==> config.mk <==
export PLATFORM = sky130hd
export DESIGN_NAME = mask_packer
export DESIGN_NICKNAME = d
export VERILOG_FILES = /design/src/rtl/mask_packer.sv
export SDC_FILE = /design/constraint.sdc
export NUM_CORES = 1
export LEC_CHECK = 0
export CAP_MARGIN = 40
export CORE_MARGIN = 2
export CORE_UTILIZATION = 35
export CTS_BUF_LIST = sky130_fd_sc_hd__clkbuf_8
export CTS_CLUSTER_DIAMETER = 150
export CTS_CLUSTER_SIZE = 16
export DETAILED_ROUTE_END_ITERATION = 10
export GPL_TIMING_DRIVEN = 0
export SETUP_SLACK_MARGIN = 0.05
export SYNTH_ARGS = -nofsm -noshare
export SYNTH_HDL_FRONTEND = slang
export SYNTH_SLANG_ARGS = --single-unit
==> constraint.sdc <==
create_clock -name clk -period 2.68 [get_ports clk]
set_input_delay 0.536 -clock clk [delete_from_list [all_inputs] [get_ports clk]]
set_output_delay 0.536 -clock clk [all_outputs]
set_load 0.02 [all_outputs]
==> src/rtl/mask_packer.sv <==
// Packs a 1-bit result stream into MASK_W-bit mask words on a valid/ready stream,
// with the accumulator and output register forming a double buffer. Optional MASK_POPCNT_EN adds mask_popcnt.
module mask_packer #(
    parameter  int MASK_W = 32,
    parameter  int IDX_W  = 16,
    localparam int CNT_W  = $clog2(MASK_W) + 1
) (
    input  logic              clk,
    input  logic              reset,
    input  logic              res_valid,
    output logic              res_ready,
    input  logic              res_bit,
    input  logic              res_last,
    output logic              mask_valid,
    input  logic              mask_ready,
    output logic [MASK_W-1:0] mask_data,
    output logic [CNT_W-1:0]  mask_count,
    output logic              mask_last,
`ifdef MASK_POPCNT_EN
    output logic [CNT_W-1:0]  mask_popcnt,
`endif
    output logic [IDX_W-1:0]  mask_index
);

    localparam int AW = $clog2(MASK_W);
    localparam logic [CNT_W-1:0] LAST_POS = CNT_W'(MASK_W - 1);

    typedef enum logic [1:0] {S_IDLE, S_FILL, S_STALL} state_e;

    state_e             state_q, state_d;
    logic [MASK_W-1:0]  acc_q, acc_d;
    logic [CNT_W-1:0]   accCnt_q, accCnt_d;
    logic               pendLast_q, pendLast_d;
    logic               valid_q, valid_d;
    logic [MASK_W-1:0]  data_q, data_d;
    logic [CNT_W-1:0]   count_q, count_d;
    logic               last_q, last_d;
    logic [IDX_W-1:0]   index_q, index_d;
    logic [IDX_W-1:0]   idx_q, idx_d;

    logic               accept, outFree, load, loadLast;
    logic [MASK_W-1:0]  accNew, loadData;
    logic [CNT_W-1:0]   loadCount;

    assign res_ready  = (state_q == S_FILL);
    assign accept     = res_valid & res_ready;
    assign outFree    = ~valid_q | mask_ready;

    assign mask_valid = valid_q;
    assign mask_data  = data_q;
    assign mask_count = count_q;
    assign mask_last  = last_q;
    assign mask_index = index_q;

    always_comb begin
        state_d    = state_q;
        acc_d      = acc_q;
        accCnt_d   = accCnt_q;
        pendLast_d = pendLast_q;
        valid_d    = valid_q;
        data_d     = data_q;
        count_d    = count_q;
        last_d     = last_q;
        index_d    = index_q;
        idx_d      = idx_q;
        accNew     = acc_q;
        load       = 1'b0;
        loadData   = acc_q;
        loadCount  = accCnt_q;
        loadLast   = pendLast_q;

        if (valid_q && mask_ready) begin
            valid_d = 1'b0;
        end

        case (state_q)
            S_IDLE: state_d = S_FILL;
            S_FILL: begin
                if (accept) begin
                    accNew[accCnt_q[AW-1:0]] = res_bit;
                    acc_d    = accNew;
                    accCnt_d = accCnt_q + 1'b1;
                    if (accCnt_q == LAST_POS || res_last) begin
                        if (outFree) begin
                            load      = 1'b1;
                            loadData  = accNew;
                            loadCount = accCnt_q + 1'b1;
                            loadLast  = res_last;
                            acc_d     = '0;
                            accCnt_d  = '0;
                        end else begin
                            // Completed word parks in the accumulator until the output frees up
                            state_d    = S_STALL;
                            pendLast_d = res_last;
                        end
                    end
                end
            end
            S_STALL: begin
                if (valid_q && mask_ready) begin
                    load       = 1'b1;
                    acc_d      = '0;
                    accCnt_d   = '0;
                    pendLast_d = 1'b0;
                    state_d    = S_FILL;
                end
            end
            default: state_d = S_IDLE;
        endcase

        if (load) begin
            valid_d = 1'b1;
            data_d  = loadData;
            count_d = loadCount;
            last_d  = loadLast;
            index_d = idx_q;
            idx_d   = loadLast ? '0 : idx_q + 1'b1;
        end
    end

    always_ff @(posedge clk or negedge reset) begin
        if (!reset) begin
            state_q    <= S_IDLE;
            acc_q      <= '0;
            accCnt_q   <= '0;
            pendLast_q <= 1'b0;
            valid_q    <= 1'b0;
            data_q     <= '0;
            count_q    <= '0;
            last_q     <= 1'b0;
            index_q    <= '0;
            idx_q      <= '0;
        end else begin
            state_q    <= state_d;
            acc_q      <= acc_d;
            accCnt_q   <= accCnt_d;
            pendLast_q <= pendLast_d;
            valid_q    <= valid_d;
            data_q     <= data_d;
            count_q    <= count_d;
            last_q     <= last_d;
            index_q    <= index_d;
            idx_q      <= idx_d;
        end
    end

`ifdef MASK_POPCNT_EN
    logic [CNT_W-1:0] popcnt_q, popcnt_d;

    always_comb begin
        popcnt_d = popcnt_q;
        if (load) begin
            popcnt_d = '0;
            for (int i = 0; i < MASK_W; i++) begin
                popcnt_d = popcnt_d + CNT_W'(loadData[i]);
            end
        end
    end

    always_ff @(posedge clk or negedge reset) begin
        if (!reset) begin
            popcnt_q <= '0;
        end else begin
            popcnt_q <= popcnt_d;
        end
    end

    assign mask_popcnt = popcnt_q;
`endif

endmodule

==> impl_metrics.toml <==
[synthesis]
synth.cell_area_sq_um = 5780
syn_nets = 658
ys_ff_latch = 113
ys_seq_area_share_pct = 48.9
synth_ff_type = "dfrtp_1"
ys_warn_count = 0
synth.distinct_cells = 48
async_flop_share_pct = 100
synth-edff-count = 0
syn_inst = 641
syn_area_per_cell_sq_um = 9.02

[pwr]
p_leak_nw = 3.07
power.density_nw_per_um2 = 996
clkPwrFrac_pct = 27.1
pwr-share-seq_pct = 32.7
p_comb_share_pct = 40.2
p_sw_mw = 2.74
irDropWorstVdd_v = 0.000570
internal_power_mw = 4.42
sw_frac_of_total_pct = 38.3

[grt]
first_global_vias = 5349
gr-usage-met1_pct = 26.3
grt_usage_pct = 20.2
antenna_found_initial = 0
grtUsageMet3_pct = 4.25
grt_max_degree = 81
top_usage_layer = "met2"
overflow = 0
grt_pass1_wl_mm = 28.1
use_met2_pct = 33.4

[clock_network]
cts_num_sinks = 113
h-tree-depth = 4
cts_root_buf = "clkbuf_8"
clkTransAtPathRegs_ns = 0.07
clock_latency_ns = 0.45
cts_made_buffers = 17
cts_tree = "yes"
cts_buffer_depth = 2

[critical_path]
path_class = "reg -> reg"
crit_chain = "inv_1, ha_1, a21boi_0, nor3b_2, o2111ai_1, clkbuf_1, o2bb2ai_1"
critPathArrivalTime_ns = 2.74
critPathLaunchType = "flop"
end_kind = "flop"
crit_fanout = 10
crit_required_ns = 2.98
slowest_delay_ns = 0.53
cpMaxStageDelayCell = "clkbuf_1"

[sta]
clock.fmax_ghz = 0.409
final_max_slew_viol_count = 0
tightest_slew_ns = 0.670
setup_violations = 0
finalHoldViolCount = 0
finClkSkew_ns = 0.0104
slew_headroom_pct = 55.3
rsz0062_at_grt = "false"
post-route-period-util_pct = 91.3
whs_ns = 0.471
layout_min_cycle_time_ns = 2.45
fin_setup_tns_ns = 0

[finish]
diodes = 0
synthToLayoutAreaGrowth_pct = 24.4
layout.nets = 740
drive_gt1_share_pct = 7.61

[detailed_routing]
drc = 0
first_pass_iters = 5
vias_per_cell = 5.50
num_vias = 5234
drtAntennaViolNets = 0
drtIter0Drc = 364
wl_per_cell_microns = 17.9
finalWirelength_mm = 17.1

[placement]
port_buffers = 61
routabilityCongestion = 0.860
hpwl_mm = 11.8

[floorplanning]
core_sq_um = 16000
row_count = 46
die-area_sq_um = 17600
ios = 63
die_h_microns = 133
start_util_pct = 36.1
dieWidth_microns = 133

[outcome]
status = "complete, no violations"

[flow_run]
maxCapViolCount = 0

[hold_path]
hp-class = "reg -> reg"
==> cells in the final DEF (no fill, tap or decap), types with 4 or more instances in the layout <==
cell type / netlist / routed
nand2_1: 113 / 113
nor2b_1: 9 / 9
nand2b_1: 9 / 9
ha_1: 11 / 10
clkbuf_1: 31 / 26
nor3_1: 10 / 10
clkdlybuf4s50_1: 0 / 60
nand3_1: 23 / 23
clkinv_2: 0 / 4
a2bb2oi_1: 9 / 9
o31ai_1: 11 / 11
o21ai_0: 67 / 66
and2_1: 4 / 4
o2bb2ai_1: 21 / 21
a31oi_1: 14 / 14
a21oi_1: 25 / 25
o22ai_1: 9 / 9
a21o_1: 20 / 20
clkbuf_8: 0 / 19
mux2i_1: 18 / 18
nand4_1: 8 / 8
clkbuf_2: 0 / 5
inv_1: 16 / 18
bufinv_16: 0 / 6
and3_1: 10 / 10
buf_2: 9 / 9
dfrtp_1: 113 / 113
nor2_1: 47 / 47
==> worst paths after layout <==
| path | startpoint | endpoint | slack, ns | cells after the start |
|---|---|---|---|---|
| max | state_q[0] | acc_q[22] | 0.23 | 7 |
| max in group asynchronous | reset | acc_q[14] | 1.40 | 3 |
| min in group asynchronous | reset | idx_q[10] | 0.55 | 2 |
| max reg2reg | state_q[0] | acc_q[22] | 0.23 | 7 |
| min | mask_index[14] | mask_index[14] | 0.47 | 2 |
| min reg2reg | mask_index[14] | mask_index[14] | 0.47 | 2 |
==> layout make-up <==
cell class                      count  area [sq um]
Inverter                           17          66.3
Buffer                             44           186
Multi-Input combinational cell    467          2710
Fill cell                        1637          8810
Sequential cell                   113          2830
Timing Repair Buffer               63           649
Clock inverter                     13           215
Tap cell                          216           270
Clock buffer                       19           262
==> cell usage after synthesis, types with 2 or more instances <==
master	n	area share, %
o21ai_0	67	5.8
o2111ai_1	3	0.45
o2bb2ai_1	21	3.2
a22o_1	2	0.30
buf_2	9	0.78
and2_1	4	0.43
o31ai_1	11	1.4
o22ai_1	9	0.97
nor3_1	10	0.87
nor2_1	47	3.1
nand3_1	23	2.0
a21o_1	20	2.6
clkbuf_1	31	2.0
a21oi_1	25	2.2
nand2b_1	9	0.97
a2bb2oi_1	9	1.4
o21ai_1	2	0.17
nand4_1	8	0.87
and3_1	10	1.1
ha_1	11	2.4
xor2_1	2	0.30
nor2b_1	9	0.97
buf_1	3	0.19
dfrtp_1	113	49
inv_1	16	1.0
nand2_1	113	7.3
a31oi_1	14	1.5
mux2i_1	18	3.1
a32o_1	2	0.35
o41ai_1	2	0.30
==> critical path: cells and delay by family, from the launching register on <==
family | cells | cell delay [ns]
AOI/OAI and AO/OA | 3 | 0.81
DFF | 1 | 0.44
buffers and inverters | 2 | 0.64
and+or+nand+nor | 1 | 0.15
adders and majority gates | 1 | 0.26
==> power by group through the flow <==
stage / Combinational, mW / Clock [mW] / Sequential, mW
after floorplan: 1.41 / 0 / 2.63
after global placement: 2.79 / 0 / 2.36
after detailed placement: 2.84 / 0 / 2.36
after CTS: 2.87 / 1.98 / 2.34
after global routing: 3.14 / 2.06 / 2.39
final: 2.88 / 1.94 / 2.34
==> sequential cells by signal, summed over array words and instances, names as in the netlist <==
name,count
mask_valid,1
acc_q,32
idx_q,16
state_q,2
mask_last,1
mask_data,32
accCnt_q,6
pendLast_q,1
mask_index,16
mask_count,6
==> metal layers <==
metal	part of all wire (%)	up-vias
li1	-	2438
met1	45	2591
met2	48	179
met3	5.2	26
met4	1.8	0
met5	0	-
==> logic make-up (layout without fill, tap and decap cells) <==
| group | count (synthesis) | after routing | synth area share [%] |
|---|---|---|---|
| and+or+nand+nor | 242 | 242 | 18.9 |
| AOI/OAI and AO/OA | 192 | 192 | 21.7 |
| DFF | 113 | 113 | 48.9 |
| buffers and inverters | 61 | 156 | 4.27 |
| muxes | 19 | 19 | 3.31 |
| adders and majority gates | 11 | 11 | 2.38 |
| xor gates and xnor gates | 3 | 3 | 0.455 |
==> metrics by stage <==
step                      total power [mW]  utilization, %  instance area [sq um]  std cells  setup slack, ns
after global routing                  7.59            44.9                   7190        952           0.0554
after detailed placement              5.21            41.8                   6690        919           -0.329
after global placement                5.14            41.6                   6660        918            -3.46
final                                 7.16            44.9                   7190        952            0.233
after CTS                             7.18            44.9                   7180        952           0.0766
after floorplan                       4.04               -                   5780        641            0.557
==> what timing repair did <==
action	in CTS	in global routing
hold buffers	1	0
endpoints found under the hold margin	33	0
buffers inserted	0	0
endpoints found under the setup margin	11	54
gates resized for setup	2	10
(Power assumes the default switching activity.)
